**src/rtl/rv_sender.sv**
```systemverilog
// Transmit-side valid/ready controller: DEPTH-entry FIFO feeding an external valid register.
// Define RV_SENDER_STATS_EN to add the saturating stall_cnt output.
module rv_sender #(
    parameter int WIDTH = 32,
    parameter int DEPTH = 4
) (
    input  logic                     clk,
    input  logic                     rst,
    input  logic                     push,
    input  logic [WIDTH-1:0]         push_data,
    output logic                     full,
    output logic [$clog2(DEPTH):0]   count,
    output logic                     overflow,
    input  logic                     valid_q,
    output logic                     valid_reg,
    output logic                     valid_en,
    input  logic                     ready,
    output logic [WIDTH-1:0]         out_data
`ifdef RV_SENDER_STATS_EN
    ,
    output logic [15:0]              stall_cnt
`endif
);
    localparam int PW = $clog2(DEPTH);
    localparam int CW = PW + 1;

    localparam logic [1:0] EMPTY   = 2'd0;
    localparam logic [1:0] LOADED  = 2'd1;
    localparam logic [1:0] SENDING = 2'd2;

    logic [WIDTH-1:0] mem [DEPTH];
    logic [PW-1:0]    rd_ptr;
    logic [PW-1:0]    wr_ptr;
    logic [1:0]       state;
    logic [1:0]       state_next;
    logic             acc;
    logic             pop;
    logic [CW-1:0]    count_next;

    // full is registered state, so a push while full is dropped even if a pop frees a slot
    assign full       = (count == CW'(DEPTH));
    assign acc        = push && !full;
    assign pop        = valid_q && ready;
    assign count_next = count + CW'(acc) - CW'(pop);

    assign valid_reg  = rst && (count_next != '0);
    assign valid_en   = !rst || (valid_reg != valid_q);
    assign out_data   = mem[rd_ptr];

    always_comb begin
        state_next = state;
        case (state)
            EMPTY:   if (acc) state_next = LOADED;
            // a word popped on its first visible cycle leaves nothing to send
            LOADED:  if (count_next == '0) state_next = EMPTY;
                     else if (valid_q)     state_next = SENDING;
            SENDING: if (count_next == '0) state_next = EMPTY;
            default: state_next = EMPTY;
        endcase
    end

    always_ff @(posedge clk) begin
        if (!rst) begin
            count    <= '0;
            rd_ptr   <= '0;
            wr_ptr   <= '0;
            overflow <= 1'b0;
            state    <= EMPTY;
        end else begin
            count <= count_next;
            state <= state_next;
            if (acc)         wr_ptr   <= wr_ptr + PW'(1);
            if (pop)         rd_ptr   <= rd_ptr + PW'(1);
            if (push && full) overflow <= 1'b1;
        end
    end

    // storage is cleared so out_data reads zero after reset
    always_ff @(posedge clk) begin
        if (!rst) begin
            for (int i = 0; i < DEPTH; i++) mem[i] <= '0;
        end else if (acc) begin
            mem[wr_ptr] <= push_data;
        end
    end

`ifdef RV_SENDER_STATS_EN
    always_ff @(posedge clk) begin
        if (!rst)
            stall_cnt <= '0;
        else if (valid_q && !ready && stall_cnt != 16'hFFFF)
            stall_cnt <= stall_cnt + 16'd1;
    end
`endif

`ifndef SYNTHESIS
    always_ff @(posedge clk) begin
        if (rst) begin
            assert (!(state == EMPTY && valid_q))
                else $error("rv_sender: valid_q high while EMPTY");
            assert (!(state == SENDING && !valid_q))
                else $error("rv_sender: valid_q low while SENDING");
        end
    end
`endif
endmodule

```
**config.mk**
```make
export PLATFORM = sky130hd
export DESIGN_NAME = rv_sender
export DESIGN_NICKNAME = d
export VERILOG_FILES = /design/src/rtl/rv_sender.sv
export SDC_FILE = /design/constraint.sdc
export NUM_CORES = 1
export LEC_CHECK = 0
export ABC_AREA = 1
export ABC_CLOCK_PERIOD_IN_PS = 7550
export BUFFER_PORTS_ARGS = -buffer_cell sky130_fd_sc_hd__buf_2
export CAP_MARGIN = 5
export CORE_MARGIN = 3
export CORE_UTILIZATION = 50
export CTS_BUF_LIST = sky130_fd_sc_hd__clkbuf_8
export CTS_CLUSTER_SIZE = 14
export DETAILED_ROUTE_END_ITERATION = 7
export HOLD_SLACK_MARGIN = 0.02
export PLACE_DENSITY = 0.7
export REMOVE_ABC_BUFFERS = 1
export SLEW_MARGIN = 30
export SYNTH_ARGS = -nofsm -noshare
export SYNTH_HDL_FRONTEND = slang
export SYNTH_SLANG_ARGS = --single-unit
export TNS_END_PERCENT = 50
```
**constraint.sdc**
```tcl
create_clock -name clk -period 7.55 [get_ports clk]
set_input_delay 2.265 -clock clk [delete_from_list [all_inputs] [get_ports clk]]
set_output_delay 2.265 -clock clk [all_outputs]
set_load 0.01 [all_outputs]
```
==> flow_metrics.py <==
metrics = {
    "power_and_ir_drop": {
        "irDropWorstVdd_v": 0.000146,
        "p_per_area_nw_per_um2": 271,
        "p_leak_nw": 2.86,
        "total_power_mw": 1.85,
    },
    "place": {
        "portBuffers": 75,
        "gp_congestion": 0.741,
        "dp_slack_ns": 1.19,
        "dpl.hpwl_um": 7600,
        "placed_area_sq_um": 6480,
    },
    "min_path": {
        "hold_class": "register to register",
        "holdPathStages": 2,
    },
    "timing": {
        "hold_viol": 0,
        "max_freq_ghz": 0.157,
        "max_slew.worst_pin.slew_ns": 0.777,
        "setup_tns_ns": 0,
        "maxSlewHeadroom_pct": 48.0,
        "rsz0062_at_grt": "no",
        "setup_viol": 0,
        "skew_ns": 0.0128,
        "setup_ws_ns": 1.20,
        "slew_violations": 0,
        "fin_crit_sh_pct": 84.2,
        "fin_crit_ns": 6.35,
    },
    "status": {
        "status": "complete, no violations",
    },
    "clocking": {
        "tritoncts": "built",
        "htree_num_levels": 4,
        "cts_resized": 0,
        "clk_path_buf_depth": 2,
        "clock_latency_ns": 0.43,
        "cts_buffers": 17,
        "clk_pin_slew_ns": 0.08,
        "post_cts_buffers": 0,
        "hold_buffers": 0,
        "cts.sinks": 138,
        "cts-root-buf": "clkbuf_8",
    },
    "detailed_routing": {
        "routed_via_density": 5.51,
        "detail_route.first_pass.iterations": 7,
        "drc": 0,
        "num_vias": 4302,
        "finalWirelength_um": 13400,
        "drt_iter0_drc": 506,
        "post_drt_wl_per_cell_um": 17.2,
        "postRouteAntennaNets": 0,
    },
    "synthesis": {
        "syn_area_per_cell_sq_um": 10.7,
        "synth_top_cell_by_area": "edfxtp_1",
        "yosysSeqAreaShare_pct": 67.8,
        "ys_top_cells_by_area": "edfxtp_1, nor2_1, o21ai_0, dfxtp_1, o22ai_1",
        "async_flop_share_pct": 0,
        "synth-seq-cells": 138,
        "ys.flop_type": "edfxtp_1",
        "syn_area_sq_um": 5970,
        "ys_warn_count": 0,
        "synth_top_area_share_pct": 64.4,
        "synthCells": 557,
        "synthDistinctLibCells": 24,
        "synth_edf_count": 128,
    },
    "cells_and_area": {
        "utilization_pct": 59.5,
        "syn_to_final_growth_pct": 14.8,
        "stdcell_area_sq_um": 6850,
        "multi_input_comb_area_sq_um": 1590,
        "regArea_sq_um": 4050,
        "nets": 665,
        "drive_gt1_share_pct": 20.1,
        "nFillCells": 972,
        "n_antenna_cell": 0,
    },
    "floorplan": {
        "coreArea_sq_um": 11500,
        "die-area_sq_um": 13300,
        "row_count": 39,
        "die_w_um": 115,
        "pin_count": 76,
        "start_util_pct": 51.8,
        "fp.dieH_um": 115,
    },
    "critical_path": {
        "worstPathCellList": "buf_2 > nand2_1 > inv_1 > ha_1 > inv_1 > ha_1 > fa_1 > nand2_1 > inv_1 > nor2_1 > nand3_1 > nand2_1 > buf_2",
        "worstPathMaxFanout": 5,
        "start_kind": "input pin",
        "crit_required_ns": 5.29,
        "cp_slowest_cell": "fa_1",
        "crit_type": "input pin to output pin",
        "critPathCaptureType": "output pin",
        "crit_arrival_ns": 4.09,
        "crit_path_max_incr_delay_ns": 0.47,
        "worst-r2r-cell-count": 7,
    },
    "grt": {
        "grt_start_max_net_pins": 66,
        "grt_pass1_vias": 4368,
        "antenna_found_initial": 0,
        "track_usage_pct": 21.3,
        "grt-ovfl-total": 0,
        "grt_pass1_wl_um": 21600,
    },
    "run": {
        "maxCapViolations": 0,
    },
}
-- synth_stat cells (4+ instances only) --
master      n
buf_2       7
o21ai_0    71
buf_1       5
edfxtp_1  128
nor2_1    133
nor3_1     32
buf_6       6
inv_1      49
a21oi_1     4
nand2_1    45
nand3_1     5
clkbuf_1   18
o22ai_1    32
dfxtp_1    10
-- layout by cell type, fill, tap and decap left out, drive strengths merged --
| master | n |
|---|---|
| o31ai | 1 |
| clkinv | 8 |
| edfxtp | 128 |
| dfxtp | 10 |
| nand3 | 6 |
| clkinvlp | 2 |
| nor2 | 134 |
| bufinv | 1 |
| ha | 2 |
| a21oi | 4 |
| o22ai | 32 |
| xor2 | 1 |
| nand2 | 47 |
| buf | 85 |
| inv | 56 |
| nor3 | 32 |
| fa | 1 |
| o21ai | 71 |
| clkbuf | 17 |
-- worst paths after layout --
| path | slack (ns) | start | end |
|---|---|---|---|
| max reg2reg | 4.54 | count[1] | mem[0][17] |
| max | 1.20 | valid_q | valid_en |
| min | 0.47 | overflow | overflow |
| min reg2reg | 0.47 | overflow | overflow |
-- metal layers --
layer	global-route usage, %	routed length (um)	vias to the layer above
met5	0	0	-
met4	6.89	199	0
met3	6.68	1090	18
met2	34.5	6550	181
met1	27.6	5560	2051
li1	-	-	2052
-- kinds of logic (layout without fill, tap and decap cells) --
group | count (synthesis) | after routing | synth area share [%]
compound gates | 108 | 108 | 9.77
buf+inv | 88 | 169 | 6.44
simple gates | 219 | 219 | 15.1
fa+ha+maj | 3 | 3 | 0.755
flops | 138 | 138 | 67.8
xor+xnor | 1 | 1 | 0.147
-- flip-flops by register name, indices dropped and copies added (netlist names), named ones only --
signal    flops
wr_ptr        2
mem         128
count         3
overflow      1
rd_ptr        2
-- report_power, final --
group / internal, mW / switching (mW)
combinational: 0.106 / 0.251
clock: 0.260 / 0.287
sequential: 0.925 / 0.0238
-- area by class of cell --
cell class                 count  area share, %
clock buffer                  17           3.42
clock inverter                15           1.88
inverter                      52           2.89
multi-input combinational    331           23.1
sequential                   138           59.1
tap                          143           2.61
timing repair buffer          85           6.98
-- worst max-delay path: cells and delay by family --
family | cells | cell delay, ns
AND/OR/NAND/NOR | 5 | 0.46
adder cells (fa/ha/maj) | 3 | 0.95
buffers and inverters | 5 | 0.41
-- per-stage QoR --
step / hold WS (ns) / cells
detailed placement: 0.458 / 749
global placement: 0.446 / 747
CTS: 0.475 / 781
floorplan: 0.444 / 521
global route: 0.487 / 781
finish: 0.466 / 781
No activity file was read; power rests on OpenSTA's default activity.
